**config.mk**
```make
export PLATFORM = sky130hd
export DESIGN_NAME = branch_tracker
export DESIGN_NICKNAME = d
export VERILOG_FILES = /design/src/rtl/branch_tracker.sv
export SDC_FILE = /design/constraint.sdc
export NUM_CORES = 1
export LEC_CHECK = 0
export BUFFER_PORTS_ARGS = -buffer_cell sky130_fd_sc_hd__buf_4
export CAP_MARGIN = 20
export CORE_UTILIZATION = 25
export DETAILED_ROUTE_END_ITERATION = 8
export PLACE_DENSITY = 0.4
export SLEW_MARGIN = 10
export SYNTH_ARGS = -nofsm -noshare
export SYNTH_HDL_FRONTEND = slang
export SYNTH_SLANG_ARGS = --single-unit
```
**constraint.sdc**
```tcl
create_clock -name clk_i -period 7.9 [get_ports clk_i]
set_input_delay 0 -clock clk_i [delete_from_list [all_inputs] [get_ports clk_i]]
set_output_delay 0 -clock clk_i [all_outputs]
set_load 0.01 [all_outputs]
```
**src/rtl/branch_tracker.sv**
```systemverilog
// In-order tracker of predicted conditional branches between IF lookup and EX resolve.
// Drives the gshare update port, flags mispredicts with a one-cycle redirect, and keeps statistics.
module branch_tracker #(
  parameter int DEPTH = 4,
  parameter int CNT_W = 32
) (
  input  logic             clk_i,
  input  logic             rst_i,
  input  logic             pred_valid_i,
  input  logic [31:0]      pred_pc_i,
  input  logic             pred_taken_i,
  input  logic [31:0]      pred_target_i,
  output logic             full_o,
  input  logic             res_valid_i,
  input  logic             res_taken_i,
  input  logic [31:0]      res_target_i,
  input  logic             flush_i,
  output logic             upd_valid_o,
  output logic             upd_taken_o,
  output logic [9:0]       upd_pc_lsb10_o,
  output logic             mispredict_o,
  output logic [31:0]      redirect_pc_o,
  output logic             res_error_o,
  output logic [CNT_W-1:0] branch_cnt_o,
  output logic [CNT_W-1:0] mispredict_cnt_o
);

  localparam int PW = $clog2(DEPTH);
  localparam logic [PW:0] FULL_CNT = (PW+1)'(DEPTH);

  logic [31:0]      pc_q   [DEPTH];
  logic             ptk_q  [DEPTH];
  logic [31:0]      ptgt_q [DEPTH];

  logic [PW-1:0]    head_q, head_d, tail_q, tail_d;
  logic [PW:0]      count_q, count_d;

  logic             upd_valid_q, upd_taken_q, mis_q, err_q;
  logic [9:0]       upd_pc_q;
  logic [31:0]      redir_q;
  logic [CNT_W-1:0] bcnt_q, bcnt_d, mcnt_q, mcnt_d;

  logic [31:0]      head_pc, head_tgt, actual_next;
  logic             head_tk, res_fire, mis_now, enq, pop, res_err;

  assign full_o   = (count_q == FULL_CNT);
  assign head_pc  = pc_q[head_q];
  assign head_tk  = ptk_q[head_q];
  assign head_tgt = ptgt_q[head_q];

  assign res_fire    = res_valid_i && (count_q != '0) && !flush_i;
  assign res_err     = res_valid_i && (count_q == '0) && !flush_i;
  assign actual_next = res_taken_i ? res_target_i : head_pc + 32'd4;
  assign mis_now     = res_fire && ((res_taken_i != head_tk) ||
                                    (res_taken_i && (head_tgt != res_target_i)));
  // A drop while full holds even when a pop frees a slot this same cycle.
  assign enq = pred_valid_i && !full_o && !flush_i && !mis_now;
  assign pop = res_fire && !mis_now;

  always_comb begin
    head_d  = head_q;
    tail_d  = tail_q;
    count_d = count_q;
    bcnt_d  = bcnt_q;
    mcnt_d  = mcnt_q;
    if (flush_i || mis_now) begin
      head_d  = '0;
      tail_d  = '0;
      count_d = '0;
    end else begin
      if (enq) tail_d = tail_q + PW'(1);
      if (pop) head_d = head_q + PW'(1);
      count_d = count_q + (PW+1)'(enq) - (PW+1)'(pop);
    end
    if (res_fire && (bcnt_q != '1)) bcnt_d = bcnt_q + CNT_W'(1);
    if (mis_now && (mcnt_q != '1)) mcnt_d = mcnt_q + CNT_W'(1);
  end

  always_ff @(posedge clk_i) begin
    if (enq) begin
      pc_q[tail_q]   <= pred_pc_i;
      ptk_q[tail_q]  <= pred_taken_i;
      ptgt_q[tail_q] <= pred_target_i;
    end
  end

  always_ff @(posedge clk_i) begin
    if (rst_i) begin
      head_q      <= '0;
      tail_q      <= '0;
      count_q     <= '0;
      upd_valid_q <= 1'b0;
      upd_taken_q <= 1'b0;
      upd_pc_q    <= '0;
      mis_q       <= 1'b0;
      redir_q     <= '0;
      err_q       <= 1'b0;
      bcnt_q      <= '0;
      mcnt_q      <= '0;
    end else begin
      head_q      <= head_d;
      tail_q      <= tail_d;
      count_q     <= count_d;
      upd_valid_q <= res_fire;
      upd_taken_q <= res_fire & res_taken_i;
      upd_pc_q    <= res_fire ? head_pc[9:0] : 10'd0;
      mis_q       <= mis_now;
      redir_q     <= mis_now ? actual_next : 32'd0;
      err_q       <= res_err;
      bcnt_q      <= bcnt_d;
      mcnt_q      <= mcnt_d;
    end
  end

  assign upd_valid_o      = upd_valid_q;
  assign upd_taken_o      = upd_taken_q;
  assign upd_pc_lsb10_o   = upd_pc_q;
  assign mispredict_o     = mis_q;
  assign redirect_pc_o    = redir_q;
  assign res_error_o      = err_q;
  assign branch_cnt_o     = bcnt_q;
  assign mispredict_cnt_o = mcnt_q;

endmodule

```
==> flow_summary.json <==
{
  "critical-path-slowest-cell": "dfxtp_4",
  "place_area_um2": 18100,
  "via_per_inst": 4.33,
  "grt_max_degree": 81,
  "yosysSeqAreaShare_pct": 65.3,
  "async_flop_share_pct": 0,
  "fin_crit_sh_pct": 66.3,
  "die_w_um": 252,
  "n_antenna_cell": 0,
  "maxCapViolations": 0,
  "fill_cells": 6178,
  "stdcell_count": 2310,
  "critical_path_class": "reg -> reg",
  "critPathLaunchType": "flop",
  "wirelength_um": 45500,
  "cts-root-buf": "clkbuf_16",
  "grt_use_total_pct": 14.4,
  "ant_nets": 0,
  "start_util_pct": 25.3,
  "hold_class": "in -> reg",
  "crit_top_cell": "buf_4",
  "rr_worst_depth": 9,
  "min_to": "upd_taken_o",
  "netlist.area_leader.share_pct": 50.0,
  "place_congestion": 0.749,
  "synthesis.nets": 1215,
  "yosysWarnings": 0,
  "layout-drive-gt1-share_pct": 26.2,
  "arrival_ns": 5.47,
  "drt_iter0_drc": 542,
  "worst_ep_required_time_ns": 8.13,
  "die_y_um": 252,
  "synthCells": 1102,
  "dp_cells": 2121,
  "ys.flop_type": "edfxtp_1",
  "antenna_found_initial": 0,
  "setup_viol": 0,
  "dr_total_vias": 10000,
  "synth_cell_types": 68,
  "grt_pass1_wl_um": 67500,
  "post_drt_wl_per_cell_um": 19.7,
  "finalSetupTns_ns": 0,
  "die_area_um2": 63400,
  "synth_area_leaders": "edfxtp_1 (50%), dfxtp_1 (15%), mux4_2 (7.4%)",
  "areaGrowthSynthToFinish_pct": 32.4,
  "synth_area_um2": 15600,
  "cp-end-kind": "flop",
  "drcViolationCount": 0,
  "dp_hpwl_um": 31400,
  "r2r_end": "ptgt_q[2][15]",
  "portBuffers": 213,
  "synth_edf_count": 260,
  "htree_levels": 2,
  "rsz0062_at_grt": "no",
  "postCtsSetupBuffers": 0,
  "finalCriticalPeriod_ns": 5.24,
  "crit_cells": 9,
  "clkTransAtPathRegs_ns": 0.06,
  "clock-sinks": 379,
  "path_delay_family": "buffers and inverters",
  "outcome": "complete, no violations",
  "final_area_um2": 20700,
  "final_util_pct": 33.5,
  "nNetsFinal": 1548,
  "rows": 91,
  "crit_path_cell_trace": "buf_4 > clkinv_1 > mux2i_1 > or4_1 > a2111oi_2 > nand3_1 > a311oi_1 > and2_4 > buf_4",
  "cp_max_fo": 46,
  "syn_avg_cell_area_um2": 14.2,
  "hp-start": "res_taken_i",
  "clock_latency_ns": 0.59,
  "cpPeakStageDelay_ns": 0.92,
  "fp.coreArea_um2": 61700,
  "worst_slew_pin_slew_ns": 0.969,
  "clock_skew_ns": 0.0312,
  "dr.pass1.iters": 5,
  "grt.overflow.total": 0,
  "hold_viol_final": 0,
  "io_pins": 214,
  "cts_tree": "built",
  "max_freq_mhz": 191,
  "p_per_area_nw_per_um2": 220,
  "grt_pass1_vias": 10400,
  "numCtsBuffers": 47,
  "holdPathStages": 2,
  "ys_ff_latch": 379,
  "cts_buffer_depth": 3,
  "vdd_ir_drop_max_uv": 145,
  "slew_headroom_pct": 35.4,
  "crit_buf_inv": 3,
  "r2r_setup_slack_ns": 2.66,
  "slew_viol_final": 0,
  "p_leak_nw": 7.25,
  "yosysTopAreaCell": "edfxtp_1",
  "cts_resized": 0
}
==> synth_stat cells (all sizes together), types with 19 or more instances <==
| cell | instances |
|---|---|
| xor2 | 42 |
| nor2 | 119 |
| inv | 38 |
| dfxtp | 119 |
| nand2 | 48 |
| edfxtp | 260 |
| mux4 | 51 |
| mux2i | 39 |
| buf | 27 |
| nand3 | 41 |
| a21oi | 36 |
| and2 | 23 |
| xnor2 | 48 |
| nand4 | 24 |
| o21ai | 19 |
| nor3 | 19 |
==> worst max path at each step <==
stage               from       endpoint  slack [ns]
floorplan           flop     pc_q[0][0]        3.52
global placement    flop  ptgt_q[2][20]        2.52
detailed placement  flop  ptgt_q[2][13]        2.42
CTS                 flop  ptgt_q[2][15]        2.39
global route        flop  ptgt_q[2][15]        2.09
finish              flop  ptgt_q[2][15]        2.66
==> metal layers <==
layer	global-route usage, %	vias to the layer above	wire, um
li1	-	4754	-
met1	19.3	4958	21100
met2	23.3	240	21200
met3	3.08	57	2320
met4	4.12	0	947
met5	0	-	0
==> placed cells by master, fill, tap and decap left out, types with 4 or more instances in the layout <==
| master | n |
|---|---|
| a21o_1 | 8 |
| a21oi_1 | 36 |
| and2_1 | 19 |
| and2_4 | 4 |
| and3_1 | 16 |
| and4_1 | 8 |
| buf_4 | 223 |
| clkbuf_1 | 9 |
| clkbuf_16 | 48 |
| clkbuf_8 | 5 |
| clkinv_1 | 5 |
| clkinv_2 | 11 |
| clkinvlp_4 | 4 |
| dfxtp_1 | 117 |
| dlygate4sd3_1 | 102 |
| edfxtp_1 | 260 |
| ha_1 | 9 |
| inv_1 | 38 |
| mux2_2 | 14 |
| mux2i_1 | 39 |
| mux4_2 | 51 |
| nand2_1 | 47 |
| nand3_1 | 41 |
| nand4_1 | 24 |
| nor2_1 | 118 |
| nor2b_1 | 11 |
| nor3_1 | 18 |
| nor3b_1 | 5 |
| nor4_1 | 4 |
| o21ai_0 | 16 |
| or3_1 | 9 |
| xnor2_1 | 48 |
| xor2_1 | 42 |
==> per-stage QoR <==
stage | setup WS (ns) | hold WS [ns] | total power, mW
after floorplan | 3.52 | 0.0989 | 2.28
after global placement | 2.52 | 0.204 | 2.40
after detailed placement | 2.42 | 0.207 | 2.40
after CTS | 2.39 | 0.0559 | 4.62
after global routing | 2.09 | 0.0909 | 4.70
final | 2.66 | 0.0895 | 4.54
==> cells by family after synthesis <==
kind of cell,count (synthesis),share of synthesized area [%]
XOR/XNOR,90,5.05
multiplexers,105,11.0
AO/OA/AOI/OAI,94,3.96
AND/OR/NAND/NOR,343,11.2
adder cells (fa/ha/maj),10,0.850
flip-flops,379,65.3
buffers and inverters,81,2.67
==> power breakdown <==
| part | switching [mW] | total [mW] | leakage (nW) | internal [mW] |
|---|---|---|---|---|
| combinational | 0.126 | 0.237 | 3.17 | 0.111 |
| sequential | 0.00660 | 2.15 | 3.32 | 2.15 |
| clock | 0.880 | 2.15 | 0.756 | 1.27 |
| total | 1.01 | 4.54 | 7.25 | 3.53 |
==> state kept, by name, indices dropped and copies added, names as in the netlist, named ones only <==
signal            cells
ptk_q                 4
redirect_pc_o        32
mispredict_o          1
tail_q                2
ptgt_q              128
res_error_o           1
upd_taken_o           1
head_q                2
pc_q                128
count_q               3
mispredict_cnt_o     32
upd_pc_lsb10_o       10
branch_cnt_o         32
upd_valid_o           1
==> layout make-up <==
class / count / area, um2 / area share [%]
clock buffer: 62 / 1300 / 6.31
clock inverter: 25 / 249 / 1.21
inverter: 39 / 146 / 0.708
multi-input combinational: 642 / 5010 / 24.3
sequential: 379 / 10200 / 49.4
tap: 837 / 1050 / 5.07
timing repair buffer: 326 / 2710 / 13.1
==> timing repair <==
action / CTS / global route
endpoints found under the setup margin: 0 / 0
endpoints found under the hold margin: 303 / 0
hold buffers: 102 / 0
(Power assumes the default switching activity.)
